===== src/rtl/if_pkg.sv =====
// Shared types and constants for the instruction-fetch stage.
package if_pkg;

    localparam logic [31:0] RESET_PC_DEFAULT   = 32'h8000_0000;
    localparam logic [31:0] INST_NOP           = 32'h0000_0013;
    localparam int unsigned FIFO_DEPTH_DEFAULT = 4;
    localparam int unsigned PTR_W_DEFAULT      = $clog2(FIFO_DEPTH_DEFAULT);

    typedef logic [PTR_W_DEFAULT-1:0] fifo_ptr_t;

    typedef struct packed {
        logic [31:0] pc;
        logic [31:0] inst;
    } fetch_entry_t;

    // Word-align a fetch target; the low two bits are never honoured.
    function automatic logic [31:0] align_pc(input logic [31:0] pc);
        return {pc[31:2], 2'b00};
    endfunction

endpackage


===== src/rtl/if_fifo.sv =====
// Prefetch FIFO of fetch entries; flush empties it in one cycle.
module if_fifo
    import if_pkg::*;
#(
    parameter int unsigned DEPTH = FIFO_DEPTH_DEFAULT
) (
    input  logic                     clk,
    input  logic                     rst,
    input  logic                     push_i,
    input  logic                     pop_i,
    input  logic                     flush_i,
    input  fetch_entry_t             wdata_i,
    output fetch_entry_t             rdata_o,
    output logic                     full_o,
    output logic                     empty_o,
    output logic [$clog2(DEPTH):0]   count_o
);

    localparam int unsigned PTR_W = $clog2(DEPTH);
    localparam int unsigned CNT_W = PTR_W + 1;

    fetch_entry_t     mem_q [DEPTH];
    logic [PTR_W-1:0] rd_q, wr_q;
    logic [CNT_W-1:0] cnt_q, cnt_d;

    always_comb begin
        cnt_d = cnt_q;
        case ({push_i, pop_i})
            2'b10:   cnt_d = cnt_q + CNT_W'(1);
            2'b01:   cnt_d = cnt_q - CNT_W'(1);
            default: cnt_d = cnt_q;
        endcase
    end

    always_ff @(posedge clk or posedge rst) begin
        if (rst) begin
            rd_q  <= '0;
            wr_q  <= '0;
            cnt_q <= '0;
            for (int i = 0; i < int'(DEPTH); i++) mem_q[i] <= '0;
        end else if (flush_i) begin
            rd_q  <= '0;
            wr_q  <= '0;
            cnt_q <= '0;
        end else begin
            if (push_i) begin
                mem_q[wr_q] <= wdata_i;
                wr_q        <= wr_q + PTR_W'(1);
            end
            if (pop_i) rd_q <= rd_q + PTR_W'(1);
            cnt_q <= cnt_d;
        end
    end

    assign rdata_o = mem_q[rd_q];
    assign empty_o = (cnt_q == '0);
    assign full_o  = (cnt_q == CNT_W'(DEPTH));
    assign count_o = cnt_q;

endmodule


===== src/rtl/if_stage.sv =====
// Instruction-fetch stage: fetch PC, prefetch FIFO and decode handshake.
// Define IF_BYPASS_EN for a zero-latency path from the ROM when the FIFO is empty.
module if_stage
    import if_pkg::*;
#(
    parameter logic [31:0] RESET_PC   = RESET_PC_DEFAULT,
    parameter int unsigned FIFO_DEPTH = FIFO_DEPTH_DEFAULT
) (
    input  logic        clk,
    input  logic        rst,
    output logic [31:0] inst_addr_o,
    input  logic [31:0] inst_i,
    input  logic        redirect_i,
    input  logic [31:0] redirect_pc_i,
    input  logic        id_ready_i,
    output logic        id_valid_o,
    output logic [31:0] id_inst_o,
    output logic [31:0] id_pc_o
);

    localparam int unsigned CNT_W = $clog2(FIFO_DEPTH) + 1;

    logic [31:0]      fetch_pc_q, fetch_pc_d;
    logic             fifo_push, fifo_pop, fifo_full, fifo_empty;
    logic             pop, fetch_adv, bypass, bypass_take;
    logic [CNT_W-1:0] fifo_count_unused;
    fetch_entry_t     fifo_wdata, fifo_rdata;

`ifdef IF_BYPASS_EN
    assign bypass = fifo_empty & ~redirect_i & ~rst;
`else
    assign bypass = 1'b0;
`endif

    // Handshake, push arbitration and next fetch PC.
    always_comb begin
        pop         = id_valid_o & id_ready_i;
        bypass_take = bypass & id_ready_i;
        fetch_adv   = ~redirect_i & (~fifo_full | pop);
        fifo_push   = fetch_adv & ~bypass_take;
        fifo_pop    = pop & ~fifo_empty;
        fifo_wdata  = '{pc: fetch_pc_q, inst: inst_i};
        fetch_pc_d  = fetch_pc_q;
        if (redirect_i)     fetch_pc_d = align_pc(redirect_pc_i);
        else if (fetch_adv) fetch_pc_d = fetch_pc_q + 32'd4;
    end

    always_ff @(posedge clk or posedge rst) begin
        if (rst) fetch_pc_q <= RESET_PC;
        else     fetch_pc_q <= fetch_pc_d;
    end

    if_fifo #(.DEPTH(FIFO_DEPTH)) u_fifo (
        .clk     (clk),
        .rst     (rst),
        .push_i  (fifo_push),
        .pop_i   (fifo_pop),
        .flush_i (redirect_i),
        .wdata_i (fifo_wdata),
        .rdata_o (fifo_rdata),
        .full_o  (fifo_full),
        .empty_o (fifo_empty),
        .count_o (fifo_count_unused)
    );

    assign inst_addr_o = fetch_pc_q;

`ifdef IF_BYPASS_EN
    always_comb begin
        id_valid_o = ~fifo_empty | bypass;
        id_inst_o  = '0;
        id_pc_o    = '0;
        if (~fifo_empty) begin
            id_inst_o = fifo_rdata.inst;
            id_pc_o   = fifo_rdata.pc;
        end else if (bypass) begin
            id_inst_o = inst_i;
            id_pc_o   = fetch_pc_q;
        end
    end
`else
    // Registered path only; an empty FIFO presents zeros.
    always_comb begin
        id_valid_o = ~fifo_empty;
        id_inst_o  = fifo_empty ? 32'd0 : fifo_rdata.inst;
        id_pc_o    = fifo_empty ? 32'd0 : fifo_rdata.pc;
    end
`endif

endmodule


===== config.mk =====
export PLATFORM = sky130hd
export DESIGN_NAME = if_stage
export DESIGN_NICKNAME = d
export VERILOG_FILES = /design/src/rtl/if_pkg.sv /design/src/rtl/if_fifo.sv /design/src/rtl/if_stage.sv
export SDC_FILE = /design/constraint.sdc
export NUM_CORES = 1
export LEC_CHECK = 0
export ABC_AREA = 1
export BUFFER_PORTS_ARGS = -buffer_cell sky130_fd_sc_hd__buf_2
export CORE_MARGIN = 1.5
export CORE_UTILIZATION = 38
export CTS_CLUSTER_SIZE = 28
export DETAILED_ROUTE_END_ITERATION = 8
export PLACE_DENSITY = 0.62
export SLEW_MARGIN = 25
export SYNTH_ARGS = -nofsm -noshare
export SYNTH_HDL_FRONTEND = slang
export SYNTH_SLANG_ARGS = --single-unit

===== constraint.sdc =====
create_clock -name clk -period 23.9 [get_ports clk]
set_input_delay 2.39 -clock clk [delete_from_list [all_inputs] [get_ports clk]]
set_output_delay 2.39 -clock clk [all_outputs]
set_load 0.02 [all_outputs]

# ---- Yosys cells after proc, flatten, opt, wreduce, memory -nomap -nowiden
# Index checks and enable logic that the tools add are counted.
dict set report totals {
  ff_bits 295
  inputBits 68
  out_inout_bits 97
  word_cells 54
}
dict set report op_classes {
  addsub 5
  order_cmp 3
  eq_ne 3
  muxes 16
  bitwise_logic 9
  n_reduce_logical 6
}
# operator count
set ops {}
lappend ops {{bitwise mux 256 bit} 1}
lappend ops {{two-way mux 64 bit} 3}
lappend ops {{binary-select mux 64 bit (select 2 bit)} 1}
lappend ops {{demux 64 bit (select 2 bit)} 1}
lappend ops {{two-way mux 32 bit} 4}
lappend ops {{adder 32 x 3 -> 32 bit (second input constant)} 1}
lappend ops {{two-way mux 2 bit} 4}
lappend ops {{>= comparator 3 bit (second input constant)} 2}
lappend ops {{NOT 2 -> 3 bit} 2}
lappend ops {{one-hot mux 3 bit (2 select lines)} 1}
lappend ops {{adder 2 x 1 -> 2 bit (second input constant)} 2}
lappend ops {{nonzero test 2 bit} 2}
lappend ops {{adder 3 x 1 -> 3 bit (second input constant)} 1}
lappend ops {{AND 1 bit} 3}
lappend ops {{== test 3 bit (second input constant)} 1}
lappend ops {{logical NOT 3 bit} 1}
lappend ops {{< comparator 3 x 1 -> 1 bit (second input constant)} 1}
lappend ops {{two-way mux 3 bit} 1}
lappend ops {{NOT 1 bit} 3}
lappend ops {{nonzero test 3 bit} 1}
lappend ops {{subtractor 3 x 1 -> 3 bit (second input constant)} 1}
lappend ops {{== test 2 x 1 -> 1 bit (second input constant)} 1}
lappend ops {{== test 2 bit (second input constant)} 1}
lappend ops {{AND reduction 2 bit} 1}
lappend ops {{2 further kinds} 2}

# ---- Logic depth before layout (Yosys ltp)
# Gate-level depths: netlist (run 1).
dict set report depth {
  word_depth 8
  mapped_depth 11
  ltp_nobuf 11
}

# ---- Cells and area by module
# From an unflattened synthesis (run 1), not the netlist that was laid out.
dict set report hier_totals {
  hier_cells 1804
  hier_area_um2 14093.5
}
# mod n_inst cells_per_inst area_each_um2
set modules_own_cells {}
lappend modules_own_cells {if_fifo 1 1310 11274.6}
lappend modules_own_cells {if_stage 1 494 2819.0}

# ---- Worst setup path before layout (run 1)
# OpenSTA, ideal clock, no wires.
dict set report synth_path {
  path_kind {flip-flop to output port}
  start {reg u_fifo.rd_q[0]}
  end {out id_inst_o[10]}
  arrival_time_ps 1441
  required_ps 21510
  setup_slack_ps 20069
  path_stages_with_launch 7
  path_cell_list {dfrtp_1 > buf_2 > inv_2 > buf_2 > clkbuf_1 > o21ai_0 > a21oi_1}
}
dict set report synth_between {
  elab_chain_cells 5
}
# element line_no
set synth_rtl {}
lappend synth_rtl {{start, declared} if_fifo.sv:23} ;# logic [PTR_W-1:0] rd_q, wr_q;
lappend synth_rtl {{start signal, assigned} if_fifo.sv:50} ;# if (pop_i) rd_q <= rd_q + PTR_W'(1);
lappend synth_rtl {{NOT 2 -> 3 bit (implied by the code)} if_fifo.sv:55} ;# assign rdata_o = mem_q[rd_q];
lappend synth_rtl {{binary-select mux 64 bit (select 2 bit)} if_fifo.sv:55}
lappend synth_rtl {{two-way mux 64 bit (implied by the code) (2 in series)} if_fifo.sv:55}
lappend synth_rtl {{two-way mux 32 bit} if_stage.sv:85} ;# id_inst_o = fifo_empty ? 32'd0 : fifo_rdata.inst;
lappend synth_rtl {{end, declared} if_stage.sv:17} ;# output logic [31:0] id_inst_o,
# Every way passes these cells. The select of a mux whose other input is x is not followed.

# ---- Final worst setup path (run 1)
dict set report layout_path {
  start {reg u_fifo.rd_q[0]}
  end {out id_pc_o[15]}
}
dict set report layout_between {
  elab_chain_cells 5
}
# element line_no
set layout_rtl {}
lappend layout_rtl {{NOT 2 -> 3 bit (implied by the code)} if_fifo.sv:55}
lappend layout_rtl {{binary-select mux 64 bit (select 2 bit)} if_fifo.sv:55}
lappend layout_rtl {{two-way mux 64 bit (implied by the code) (2 in series)} if_fifo.sv:55}
lappend layout_rtl {{two-way mux 32 bit} if_stage.sv:86} ;# id_pc_o = fifo_empty ? 32'd0 : fifo_rdata.pc;
lappend layout_rtl {{end, declared} if_stage.sv:18} ;# output logic [31:0] id_pc_o
# Every way passes these cells. The select of a mux whose other input is x is not followed.

==> metrics.csv, run 1 <==
stage;metric;value;unit
synthesis;yosysSeqAreaShare;0.523;
clocking;cts_resized;0;
floorplanning;initial_core_util;0.385;
cells_and_area;drive_above_1_share;0.129;
clocking;post-cts-setup-buffers;0;
placement;dp.final_hpwl;21900;um
sta;whs;478;ps
drt;post_drt_wl_per_cell;16.1;um
global_routing;grt_pass1_wl;60500;um
sta;clock.fmax;172;MHz
power_and_ir_drop;share_clk_of_total_power;0.258;
worst_setup_path;crit_arrival;3410;ps
floorplanning;coreArea;0.0355;sq mm
worst_setup_path;critPathKind;reg -> out;
power_and_ir_drop;leakagePower;7.43;nW
worst_setup_path;cp-start-kind;flip-flop;
synthesis;ys.flop_type;dfrtp_1;
sta;fin_crit_sh;0.243;
power_and_ir_drop;p_comb_frac;0.319;
sta;finalClockSkew;11.2;ps
floorplanning;die_area;0.0371;sq mm
drt;antenna_left;0;
synthesis;yosysWarnings;0;
drt;via_count;11800;
clocking;clk_transition_reported_paths;60;ps
sta;worstMarginPinSlew;976;ps
min_path;hp-class;reg -> reg;
synthesis;ys_types;33;
worst_setup_path;critPathRequiredTime;21510;ps
outcome;status;finished, final reports clean;
global_routing;track_usage;0.204;
sta;fin_crit;5800;ps
clocking;cts_hold_buf;0;
global_routing;grt_pass1_vias;11300;
global_routing;antenna_found_initial;0;
sta;setup_viol;0;
synthesis;synthArstFlopShare;1.00;
clocking;cts_root_buffer;clkbuf_16;
power_and_ir_drop;swShare;0.377;
clocking;cts_tree;yes;
clocking;numClockSinks;285;
global_routing;grt_max_degree;133;
synthesis;synthCells;1735;
sta;slew_headroom;0.349;
clocking;cts_buffers;31;
clocking;cts_max_path_buffers;3;
drt;wl;37400;um
power_and_ir_drop;power_density;117;mW/mm^2
sta;slew_viol_final;0;
sta;finalHoldViolCount;0;
drt;first_pass_iters;5;
synthesis;netlist_area;0.0137;sq mm
worst_setup_path;crit_path_end_kind;primary output;
cells_and_area;fill_cells;3598;
global_routing;grt-ovfl-total;0;
sta;fin_setup_tns;0;ps
floorplanning;pin_count;165;
worst_setup_path;cp_max_fo;85;
floorplanning;row_count;69;
power_and_ir_drop;vdd_drop_max;74.3;uV
power_and_ir_drop;pwr-share-seq;0.423;
placement;io_buffers;158;
placement;gp_congestion;0.855;
synthesis;ys_ff_latch;285;
power_and_ir_drop;p_int;0.00113;W
synthesis;synth_edf_count;0;
clocking;h-tree-depth;1;
drt;drt-initial-drc-count;1026;
power_and_ir_drop;switchingPower;0.000686;W
sta;rsz0062_at_grt;false;
drt;drcViolationCount;0;
drt;drt-vias-per-instance;5.12;
floorplanning;die_w;193;um
job;max_cap_viol_count;0;
cells_and_area;syn2layout_area_growth;13.4;%
synthesis;syn_area_per_cell;7.87;sq um
clocking;clkLatencyLatePin;560;ps
floorplanning;die_y;193;um
cells_and_area;nets;1904;
-- cell families (layout without fill, tap and decap cells) --
family | after synthesis | count (layout) | share of synthesized area
compound gates | 462 | 462 | 0.172
other cells | 1 | 5 | 0.000275
simple gates | 774 | 774 | 0.221
fa+ha+maj | 6 | 6 | 0.00605
flops | 285 | 285 | 0.523
xor+xnor | 8 | 8 | 0.00513
buf+inv | 199 | 313 | 0.0737
-- cells in the mapped netlist (2+ instances only) --
master / n / area share
buf_4: 4 / 0.0022
ha_1: 5 / 0.0046
xor2_1: 7 / 0.0045
inv_2: 5 / 0.0014
buf_1: 2 / 0.00055
o211ai_1: 5 / 0.0027
o21ai_1: 87 / 0.032
nand2_4: 4 / 0.0033
nor2_1: 305 / 0.084
nand4_1: 2 / 0.00092
dfrtp_1: 284 / 0.52
o221ai_1: 2 / 0.0013
nand2_1: 413 / 0.11
clkbuf_1: 53 / 0.015
o21ai_0: 297 / 0.11
inv_1: 81 / 0.022
buf_6: 28 / 0.023
buf_2: 25 / 0.0092
nor2_2: 4 / 0.0018
a21oi_1: 66 / 0.024
nand3_1: 44 / 0.016
-- state kept, by name (all words and copies together) (netlist names) --
| signal | count |
|---|---|
| inst_addr_o | 30 |
| u_fifo.count_o | 3 |
| u_fifo.mem_q | 248 |
| u_fifo.rd_q | 2 |
| u_fifo.wr_q | 2 |
-- per-stage QoR --
| step | util | instance area, sq um | cells | power (W) | setup WS [ps] |
|---|---|---|---|---|---|
| CTS | 0.436 | 15500 | 2313 | 0.00184 | 18070 |
| finish | 0.436 | 15500 | 2314 | 0.00182 | 18100 |
| global route | 0.436 | 15500 | 2313 | 0.00196 | 17900 |
| global placement | 0.408 | 14500 | 2258 | 0.00134 | 18680 |
| detailed placement | 0.408 | 14500 | 2258 | 0.00136 | 18670 |
| floorplan | - | 13700 | 1738 | 0.00118 | 13650 |
-- path summary, 6_finish.rpt --
kind	start	end	slack (ps)	cells past startpoint
worst max-delay path	u_fifo.rd_q[0]	id_pc_o[15]	18100	5
worst min-delay path	u_fifo.mem_q[14]	u_fifo.mem_q[14]	480	2
worst max register to register	u_fifo.count_o[1]	u_fifo.mem_q[133]	21030	7
worst min register to register	u_fifo.mem_q[14]	u_fifo.mem_q[14]	480	2
max in group asynchronous	rst	u_fifo.mem_q[53]	20710	3
min in group asynchronous	rst	u_fifo.mem_q[157]	1910	2
-- power by group through the flow --
stage | Combinational [W] | Sequential, W | Clock (W)
finish | 0.000581 | 0.000769 | 0.000469
global placement | 0.000577 | 0.000766 | 0
global route | 0.000666 | 0.000792 | 0.000503
detailed placement | 0.000588 | 0.000773 | 0
CTS | 0.000590 | 0.000767 | 0.000481
floorplan | 0.000430 | 0.000749 | 0
-- placed cells by master, fill, tap and decap left out, types with 2 or more instances in the layout --
| master | netlist | layout |
|---|---|---|
| o211ai_1 | 5 | 5 |
| o21ai_1 | 87 | 87 |
| clkinv_2 | 0 | 6 |
| nor2_2 | 4 | 5 |
| buf_4 | 4 | 11 |
| nand4_1 | 2 | 2 |
| conb_1 | 1 | 4 |
| inv_1 | 81 | 80 |
| clkbuf_16 | 0 | 31 |
| o21ai_0 | 297 | 297 |
| nand2_4 | 4 | 4 |
| clkbuf_8 | 0 | 9 |
| buf_6 | 28 | 2 |
| a21oi_1 | 66 | 66 |
| ha_1 | 5 | 5 |
| xor2_1 | 7 | 7 |
| inv_2 | 5 | 3 |
| nand2_1 | 413 | 413 |
| o221ai_1 | 2 | 2 |
| clkbuf_1 | 53 | 8 |
| dfrtp_1 | 284 | 282 |
| buf_2 | 25 | 158 |
| clkinvlp_4 | 0 | 2 |
| nand3_1 | 44 | 44 |
| nor2_1 | 305 | 304 |
-- area by class of cell --
cell class              instances  area [sq um]  area share
clock buffers                  48           930      0.0601
multi-input cells            1254          5530       0.357
clock inverters                 7          65.1     0.00420
repair buffers                171           896      0.0579
well taps                     461           577      0.0373
diodes                          1          2.50    0.000162
flip-flops and latches        285          7140       0.461
inverters                      87           344      0.0222
-- worst max-delay path: stages (launching register included) --
cell and delay [ps]:
dfrtp_4 700, clkinv_2 510, buf_4 780, o21ai_0 210, a21oi_1 340, buf_2 240
-- routing by layer --
layer / wire (um) / track usage
met3: 2530 / 0.0322
met1: 17400 / 0.288
met4: 833 / 0.0498
met2: 16600 / 0.327
met5: 0 / 0
Note: power is estimated with default switching activity, not from simulation.
==> run 2, diff against run 1 <==
Settings changed: PLACE_DENSITY 0.62 to 0.64.
Clock period 23.9 ns to 4.9 ns, I/O delays scaled along.
==> metrics.csv, run 2 (same netlist as run 1, synthesis figures left out) <==
stage;metric;value;unit;change
power_and_ir_drop;swShare;0.370;;-0.00713
sta;clock.fmax;268;MHz;
worst_setup_path;crit_buf_inv;3;;unchanged
worst_setup_path;crit_arrival;3240;ps;-170 ps
worst_setup_path;max_stage_delay;780;ps;about the same
drt;drt-initial-drc-count;838;;-18%
clocking;clk_transition_reported_paths;60;ps;about the same
floorplanning;die_area;0.0371;sq mm;unchanged
outcome;status;finished, final reports clean;;
sta;fin_setup_tns;0;ps;unchanged
floorplanning;row_count;69;;unchanged
placement;gp_congestion;0.861;;+0.71%
worst_setup_path;cp_slowest_cell;buf_4;;
cells_and_area;final_cell_mix;nand2_1, nor2_1, o21ai_0, dfrtp_1, buf_2;;
global_routing;grt_max_degree;180;;+35%
cells_and_area;layout_commonest_cell;nand2_1;;
placement;io_buffers;158;;unchanged
cells_and_area;syn2layout_area_growth;14.7;%;
worst_setup_path;r2r_slack;2110;ps;-18920 ps
placement;pre_cts_ws;1760;ps;-16910 ps
floorplanning;pin_count;165;;unchanged
power_and_ir_drop;pwr-share-seq;0.412;;-0.011
global_routing;grt_pass1_wl;59200;um;-2.2%
cells_and_area;nets;1911;;+0.37%
power_and_ir_drop;switchingPower;0.00333;W;+390%
clocking;cts_max_path_buffers;3;;unchanged
sta;slew_headroom;0.399;;+0.0496
global_routing;antenna_found_initial;0;;unchanged
power_and_ir_drop;share_clk_of_total_power;0.267;;+0.009
sta;fin_ws;1170;ps;-16930 ps
clocking;numClockSinks;285;;unchanged
worst_setup_path;setup.worst_path.start;u_fifo.rd_q[0];;
worst_setup_path;ff2ff_path_depth;9;;+2
clocking;cts_resized;0;;unchanged
power_and_ir_drop;p_int;0.00567;W;+400%
worst_setup_path;path_delay_family;buffers and inverters;;
sta;rsz0062_at_grt;false;;
worst_setup_path;r2r-start;u_fifo.count_o[0];;
drt;antenna_left;0;;unchanged
power_and_ir_drop;p_comb_frac;0.321;;+0.002
worst_setup_path;critPathKind;reg -> out;;
sta;slew_viol_final;0;;unchanged
power_and_ir_drop;leakagePower;7.52;nW;+1.3%
drt;drcViolationCount;0;;unchanged
floorplanning;coreArea;0.0355;sq mm;unchanged
clocking;clkLatencyLatePin;550;ps;about the same
min_path;worstHoldPathCells;3;;+1
cells_and_area;max_flop_register;u_fifo.mem_q;;
sta;setup_viol;0;;unchanged
global_routing;grt_pass1_vias;11400;;+1.4%
min_path;hp-class;in -> reg;;
clocking;h-tree-depth;1;;unchanged
worst_setup_path;crit_path_end_kind;primary output;;
min_path;whs_endpoint;inst_addr_o[18];;
drt;first_pass_iters;7;;+2
clocking;cts_root_buffer;clkbuf_16;;
clocking;post-cts-setup-buffers;0;;unchanged
cells_and_area;utilization;0.441;;+0.00515
min_path;min_from;redirect_pc_i[18];;
drt;wl;36800;um;-1.4%
drt;drt-vias-per-instance;5.11;;-0.22%
placement;dp.cells;2263;;+0.22%
floorplanning;die_y;193;um;unchanged
drt;post_drt_wl_per_cell;15.9;um;-1.8%
worst_setup_path;cp_max_fo;71;;-16%
sta;finalHoldViolCount;0;;unchanged
power_and_ir_drop;power_density;575;mW/mm^2;+390%
power_and_ir_drop;vdd_drop_max;311;uV;+320%
sta;fin_crit_sh;0.761;;
clocking;cts_hold_buf;1;;+1
global_routing;track_usage;0.200;;-0.00437
worst_setup_path;cp-start-kind;flip-flop;;
floorplanning;die_w;193;um;unchanged
drt;via_count;11900;;+0.13%
cells_and_area;drive_above_1_share;0.133;;+0.00421
cells_and_area;fill_cells;3592;;-0.17%
cells_and_area;layout.cells.non_filler;2322;;+0.35%
worst_setup_path;cp_cell_sequence;buf_4, buf_4, nor2_1, nor2_1, o21ai_0, a21oi_1, buf_2;;
clocking;cts_tree;yes;;
cells_and_area;n_antenna_cell;0;;-1
worst_setup_path;critPathRequiredTime;4410;ps;-17100 ps
cells_and_area;largest_reg_flops;248;;unchanged
sta;finalClockSkew;9.94;ps;-1.26 ps
clocking;cts_buffers;31;;unchanged
worst_setup_path;r2r-end;u_fifo.count_o[1];;
sta;worstMarginPinSlew;902;ps;-74.4 ps
job;max_cap_viol_count;0;;unchanged
placement;dp.final_hpwl;22100;um;+0.77%
global_routing;grt-ovfl-total;0;;unchanged
floorplanning;initial_core_util;0.385;;unchanged
sta;fin_crit;3730;ps;
[run 2: how the worst max path moves through the flow]
| stage | depth (start not counted) | endpoint | slack, ps |
|---|---|---|---|
| after floorplan | 1 | inst_addr_o[10] | 630 |
| after global placement | 7 | id_pc_o[12] | 1760 |
| after detailed placement | 7 | id_pc_o[9] | 1760 |
| after CTS | 7 | id_pc_o[9] | 1150 |
| after global routing | 7 | id_pc_o[12] | 960 |
| final | 7 | id_pc_o[9] | 1170 |
[run 2: stage by stage]
stage          hold WS (ps)  total power (W)  cell area, sq um
2_1_floorplan           448          0.00575             13700
3_3_place_gp            460          0.00655             14600
3_5_place_dp            468          0.00665             14600
4_1_cts                 133          0.00909             15600
5_1_grt                 156          0.00966             15700
6_report                156          0.00900             15700
[run 2: power by group through the flow]
stage          registers, W  clock network, W  logic, W
3_3_place_gp        0.00370                 0   0.00285
4_1_cts             0.00370           0.00246   0.00293
6_report            0.00371           0.00240   0.00289
5_1_grt             0.00381           0.00255   0.00330
2_1_floorplan       0.00365                 0   0.00210
3_5_place_dp        0.00373                 0   0.00291
[run 2: final cells by class]
cell class                 count  area, sq um  share of cell area
inverter                      87          337              0.0215
multi-input combinational   1254         5530               0.353
sequential                   285         7140               0.456
clock buffer                  52          995              0.0635
tap                          461          577              0.0368
timing repair buffer         178         1010              0.0647
clock inverter                 5         75.1             0.00479
[run 2: tightest hold or removal path: stages]
cell	delay, ps
buf_2	70
nand2_1	40
nand3_1	60
[run 2: metal layers]
layer  share of wire  global-route usage
met1            0.47               0.272
met2            0.46               0.336
met3           0.054              0.0287
met4           0.019              0.0435
met5               0                   0
